$ cat config.mk
export PLATFORM = sky130hd
export DESIGN_NAME = fpdlink_tx_packer
export DESIGN_NICKNAME = d
export VERILOG_FILES = /design/src/rtl/fpdlink_pkg.sv /design/src/rtl/fpdlink_prbs7.sv /design/src/rtl/fpdlink_tx_packer.sv
export SDC_FILE = /design/constraint.sdc
export NUM_CORES = 1
export LEC_CHECK = 0
export CAP_MARGIN = 20
export CORE_AREA = 2 2 104 106
export CTS_CLUSTER_DIAMETER = 120
export DETAILED_ROUTE_END_ITERATION = 6
export DIE_AREA = 0 0 106 108
export GPL_TIMING_DRIVEN = 0
export PLACE_DENSITY_LB_ADDON = 0.3
export SLEW_MARGIN = 20
export SYNTH_ARGS = -nofsm -noshare
export SYNTH_HDL_FRONTEND = slang
export SYNTH_HIERARCHICAL = 1
export SYNTH_SLANG_ARGS = --single-unit
$ cat constraint.sdc
create_clock -name gclk -period 1.6 [get_ports gclk]
set_clock_uncertainty 0.2 [all_clocks]
set_input_delay 0.48 -clock gclk [delete_from_list [all_inputs] [get_ports gclk]]
set_output_delay 0.48 -clock gclk [all_outputs]
set_load 0.01 [all_outputs]
$ cat src/rtl/fpdlink_pkg.sv
// Shared constants, types and helpers for the FPD-Link I 1:7 transmit path.
// Lane words use bit 6 as the first serial bit, matching the per-lane receiver.
package fpdlink_pkg;

    localparam logic [6:0] CLK_PATTERN = 7'b1100011;

    localparam int MAP_VESA  = 0;
    localparam int MAP_JEIDA = 1;

    // x^7 + x^6 + 1 : feedback from the two most significant state bits
    localparam logic [6:0] PRBS7_TAPS = 7'b1100000;
    localparam logic [6:0] PRBS7_SEED = 7'h7F;

    typedef struct packed {
        logic [7:0] r;
        logic [7:0] g;
        logic [7:0] b;
        logic       hs;
        logic       vs;
        logic       de;
    } pixel_t;

    typedef struct packed {
        logic [6:0] l3;
        logic [6:0] l2;
        logic [6:0] l1;
        logic [6:0] l0;
    } lanes_t;

    function automatic lanes_t map_vesa(input pixel_t p);
        lanes_t l;
        l.l0 = {p.g[2], p.r[7:2]};
        l.l1 = {p.b[3:2], p.g[7:3]};
        l.l2 = {p.de, p.vs, p.hs, p.b[7:4]};
        l.l3 = {1'b0, p.b[1:0], p.g[1:0], p.r[1:0]};
        return l;
    endfunction

    function automatic lanes_t map_jeida(input pixel_t p);
        lanes_t l;
        l.l0 = {p.g[0], p.r[5:0]};
        l.l1 = {p.b[1:0], p.g[5:1]};
        l.l2 = {p.de, p.vs, p.hs, p.b[5:2]};
        l.l3 = {1'b0, p.b[7:6], p.g[7:6], p.r[7:6]};
        return l;
    endfunction

    // Advance the LFSR by seven bits; the resulting state holds the seven new
    // bits with the earliest one in bit 6.
    function automatic logic [6:0] prbs7_next(input logic [6:0] s);
        logic [6:0] t;
        t = s;
        for (int unsigned i = 0; i < 7; i++) begin
            t = {t[5:0], ^(t & PRBS7_TAPS)};
        end
        return t;
    endfunction

    function automatic logic [6:0] rotl7(input logic [6:0] v, input int unsigned k);
        logic [6:0] t;
        t = v;
        for (int unsigned i = 0; i < (k % 7); i++) begin
            t = {t[5:0], t[6]};
        end
        return t;
    endfunction

endpackage

$ cat src/rtl/fpdlink_prbs7.sv
// 7-bit-per-cycle parallel PRBS7 generator; output word is the current state.
module fpdlink_prbs7
    import fpdlink_pkg::*;
#(
    parameter logic [6:0] SEED = PRBS7_SEED
) (
    input  logic       clk,
    input  logic       rst,
    input  logic       en,
    output logic [6:0] word
);

    logic [6:0] state;

    // Step seven bits per enabled cycle, restarting from the seed on reset
    always_ff @(posedge clk) begin
        if (rst) begin
            state <= SEED;
        end else if (en) begin
            state <= prbs7_next(state);
        end
    end

    assign word = state;

endmodule

$ cat src/rtl/fpdlink_tx_packer.sv
// FPD-Link I 1:7 transmitter front end: pixel handshake, underflow fill,
// pixel-to-lane mapping (VESA/JEIDA) and fixed clock-lane word.
// Optional PRBS7 link-test source is built when FPDLINK_TX_PRBS_EN is defined.
module fpdlink_tx_packer
    import fpdlink_pkg::*;
#(
    parameter int MAPPING  = 0,
    parameter int UF_CNT_W = 16
) (
    input  logic                gclk,
    input  logic                rst,
    input  logic                enable,
    input  logic [7:0]          pix_r,
    input  logic [7:0]          pix_g,
    input  logic [7:0]          pix_b,
    input  logic                pix_hs,
    input  logic                pix_vs,
    input  logic                pix_de,
    input  logic                pix_valid,
    output logic                pix_ready,
    output logic [6:0]          lane0,
    output logic [6:0]          lane1,
    output logic [6:0]          lane2,
    output logic [6:0]          lane3,
    output logic [6:0]          lane_clk,
    output logic [UF_CNT_W-1:0] uf_count,
    output logic                uf_sticky,
    input  logic                uf_clear,
    input  logic                prbs_mode
);

    logic   prbs_active;
    logic   accept;
    logic   underflow;
    logic   hold_hs;
    logic   hold_vs;
    pixel_t s1;
    lanes_t lanes_map;
    lanes_t lanes_next;

`ifdef FPDLINK_TX_PRBS_EN
    logic [6:0] prbs_word [4];
    logic       s1_prbs;

    for (genvar k = 0; k < 4; k++) begin : g_prbs
        fpdlink_prbs7 #(
            .SEED(rotl7(PRBS7_SEED, k))
        ) u_prbs (
            .clk  (gclk),
            .rst  (rst),
            .en   (prbs_mode),
            .word (prbs_word[k])
        );
    end

    assign prbs_active = prbs_mode;

    // Track PRBS mode alongside stage 1 so the generator words take the pixel slot
    always_ff @(posedge gclk) begin
        if (rst) begin
            s1_prbs <= 1'b0;
        end else begin
            s1_prbs <= prbs_mode;
        end
    end
`else
    logic unused_prbs_mode;
    assign unused_prbs_mode = prbs_mode;
    assign prbs_active      = 1'b0;
`endif

    assign pix_ready = enable & ~rst & ~prbs_active;
    assign accept    = pix_valid & pix_ready;
    assign underflow = enable & ~pix_valid & ~prbs_active;

    // Stage 1: register the accepted pixel, or a blanking word holding last HS/VS
    always_ff @(posedge gclk) begin
        if (rst) begin
            s1      <= '0;
            hold_hs <= 1'b0;
            hold_vs <= 1'b0;
        end else if (accept) begin
            s1      <= '{r: pix_r, g: pix_g, b: pix_b, hs: pix_hs, vs: pix_vs, de: pix_de};
            hold_hs <= pix_hs;
            hold_vs <= pix_vs;
        end else begin
            s1      <= '{r: '0, g: '0, b: '0, hs: hold_hs, vs: hold_vs, de: 1'b0};
        end
    end

    // Saturating underflow counter and sticky flag; clear wins over increment
    always_ff @(posedge gclk) begin
        if (rst || uf_clear) begin
            uf_count  <= '0;
            uf_sticky <= 1'b0;
        end else if (underflow) begin
            if (uf_count != '1) begin
                uf_count <= uf_count + 1'b1;
            end
            uf_sticky <= 1'b1;
        end
    end

    // Select the pixel-to-lane map, with PRBS words overriding when active
    always_comb begin
        lanes_map  = (MAPPING == MAP_JEIDA) ? map_jeida(s1) : map_vesa(s1);
        lanes_next = lanes_map;
`ifdef FPDLINK_TX_PRBS_EN
        if (s1_prbs) begin
            lanes_next = '{l3: prbs_word[3], l2: prbs_word[2], l1: prbs_word[1], l0: prbs_word[0]};
        end
`endif
    end

    // Stage 2: registered lane words and constant clock-lane pattern
    always_ff @(posedge gclk) begin
        if (rst) begin
            lane0    <= '0;
            lane1    <= '0;
            lane2    <= '0;
            lane3    <= '0;
            lane_clk <= '0;
        end else begin
            lane0    <= lanes_next.l0;
            lane1    <= lanes_next.l1;
            lane2    <= lanes_next.l2;
            lane3    <= lanes_next.l3;
            lane_clk <= CLK_PATTERN;
        end
    end

endmodule

==> results.md <==
* Status: finished, violations left
* Failing checks: setup timing
* Worst min-delay path class: reg -> reg
* Post-Synthesis Cells at 241
* Congestion Overflow GR at 0
* Ports at 86
* Port buffer count at 80
* Vias in the first global route at 1989
* # clock sinks at 74
* Worst Setup SP: uf_clear
* Critical path required time at 1680 ps
* Leak Pwr at 1.78 nW
* Synth top area share at 58.6%
* Pwr Total at 3.65 mW
* Die X at 106 um
* Setup Viol. Count Final at 11
* Synthesized area per cell at 10.5 um^2
* Synth unique cells at 43
* Reg2reg end: uf_count[14]$_SDFFE_PP0P_
* Hold_ws at 231 ps
* Finished Layout Cells at 504
* Reg-to-Reg Start: uf_count[1]$_SDFFE_PP0P_
* Max-slew violations at 0
* R2r setup slk at -80 ps
* Critical Path Fanout Max at 3
* First-pass GRT wire length at 9890 um
* CP top delay family: simple AND/OR/NAND/NOR gates
* Vias post-DR at 2125
* Critical path endpoint: uf_count[14]$_SDFFE_PP0P_
* Ys flop type: dfxtp_1
* Clk buf depth at 2
* Max incr delay on CP at 500 ps
* Post-synthesis sequential area ratio at 58.6%
* HPWL after detailed placement at 4370 um
* Synth async-reset ratio at 0%
* Worst Path Arrival at 1770 ps
* Pre-CTS setup slack at -1260 ps
* Flip-flop and latch area at 0.00154 mm^2
* Initial antenna violation count at 0
* Core ar. at 0.0102 mm^2
* Filler instances at 1024
* Leading area contributor after synthesis: dfxtp_1
* Worst-Skew Late Latency at 340 ps
* Crit path buf inv count at 1
* Fin. Hold Viols at 0
* TritonCTS Buffers at 9
* CTS hold repair buffers at 0
* CTS tree: done
* Pin count of the biggest net entering global routing at 16
* DRT Wirelength at 6600 um
* Critical path's slowest cell: or4_1
* Crit path time final at 1690 ps
* Worst setup SP type: primary input
* Initial DRC count at 107
* Antenna Nets Post-Route at 0
* Row count at 37
* RSZ-0062 raised after global routing: yes
* Worst Setup End Kind: flip-flop
* Highest clock rate at 593 MHz
* Share of post-route cells with drive strength above 1 at 41.3%
* Multi-input logic area at 0.00106 mm^2
* Reg clk slew, reported paths at 90 ps
* Vias/cell at 4.22
* Layout Nets at 397
* CP cell instances: clkdlybuf4s50_1 > or2_4 > or4_1 > nand2_1
* Post-Place Cells at 460
* VDD IR max at 0.493 mV
* Total GRT Usage at 11.2%
* Fin crit share at 105%
* DRC at 0
* Max-cap violation count at 0
* Crit path depth at 4
* Starting Density at 24.7%
* Synth Warn # at 6
* Ant diodes at 0
* Worst-case reg-to-reg path depth at 5
* Pre-antenna DRT Iters at 4
* # H-tree levels at 3
* Post-DP Area at 0.00359 mm^2
* Die height at 108 um
* DIE AREA at 0.0114 mm^2
* Layout Area Growth over Synthesis at 58.6%
* CTS root buf: clkbuf_8
* Fin util at 39.2%
* Synth Register Bits at 74
* Number of enable flip-flop cells after synthesis at 0
* Crit Path Category: in -> reg
* Routability cong. at 0.734
* Wire length per cell at 13.1 um
* Slack of the critical path at -85.4 ps
* Post-route cell area at 0.00401 mm^2
* Largest cells by area after synthesis: dfxtp_1, nor2b_1, and3_1, o21ai_0, buf_4
* Syn Std Cell Area at 0.00253 mm^2
* PD cells at 910 mW/mm^2
* Setup TNS at -318 ps
## area by class of cell
class                           instances  area share (%)
Timing Repair Buffer                  109            22.3
Tap cell                              136            4.24
Buffer                                 17            3.28
Sequential cell                        74            38.3
Multi-Input combinational cell        149            26.4
Inverter                                3           0.281
Clock buffer                            9            3.09
Clock inverter                          7            2.09
## report_power, final
group          internal [mW]  switching, mW  leakage [nW]
Clock                  0.751          0.785         0.103
Sequential              1.86         0.0102         0.614
Combinational          0.144         0.0965          1.06
## worst min path at each step
stage	start	endpoint	slack [ps]	cells past startpoint
CTS	rst	uf_count[13]$_SDFFE_PP0P_	210	3
detailed placement	lanes_map[10]$_SDFF_PP0_	lane1[3]$_SDFF_PP0_	220	1
floorplan	lanes_map[0]$_SDFF_PP0_	lane0[0]$_SDFF_PP0_	210	1
global route	lanes_map[25]$_SDFF_PP0_	lane3[4]$_SDFF_PP0_	250	1
finish	lanes_map[8]$_SDFF_PP0_	lane1[1]$_SDFF_PP0_	230	1
global placement	lanes_map[15]$_SDFF_PP0_	lane2[1]$_SDFF_PP0_	220	1
## routing by layer
metal  global-route usage, %  vias to the layer above  share of wire (%)
met5                       0                        -                  0
met4                    4.32                        0                1.2
met3                    2.89                        8                4.2
met2                    18.2                       56                 51
met1                    14.2                      972                 44
li1                        -                     1089                  -
## Yosys cell counts (2+ instances only)
library cell,instances
inv_1,3
nand3_1,9
and3_1,26
o41ai_1,2
nor4_1,4
or3_1,6
a21oi_1,7
o211ai_1,3
or4_1,2
o21a_1,2
o31ai_1,2
nand2_1,9
dfxtp_1,74
nand4_1,6
nor2b_1,29
nor2_1,5
buf_4,7
o21ai_0,11
clkbuf_1,9
a31oi_1,2
## state kept, by name, indices dropped and copies added, names as in the netlist, 6 cells and up
register and flops:
lanes_map 27, lane2 7, uf_count 16, lane1 7
lane3 6, lane0 7
## cell families (layout without fill, tap and decap cells)
family	Yosys count	count (layout)	share of synthesized area, %
buffers and inverters	21	145	4.50
DFF	74	74	58.6
other	1	4	0.148
adders and majority gates	1	1	0.495
and+or+nand+nor	110	110	27.6
muxes	1	1	0.396
AOI/OAI and AO/OA	33	33	8.26
## cells in the final DEF (no fill, tap or decap), drive strengths merged, types with 3 or more instances in the layout
cell	count
clkbuf	30
and3	27
o211ai	3
a21oi	7
nand2	9
nand3	9
buf	68
clkdlybuf4s15	9
o21ai	11
conb	4
or3	6
nor2	5
nor4	6
inv	7
nor2b	29
nand4	8
dfxtp	74
clkdlybuf4s50	28
## worst reg2reg max path, delay by kind of cell (launching register included)
kind / cells / cell delay, ps
AND/OR/NAND/NOR: 4 / 880
adder cells (fa/ha/maj): 1 / 160
flip-flops: 1 / 390
## timing repair
action / CTS / global route
pin swaps: 8 / 13
gates resized for setup: 206 / 41
buffers inserted: 20 / 10
endpoints found under the setup margin: 114 / 45
No activity file was read; power rests on OpenSTA's default activity.
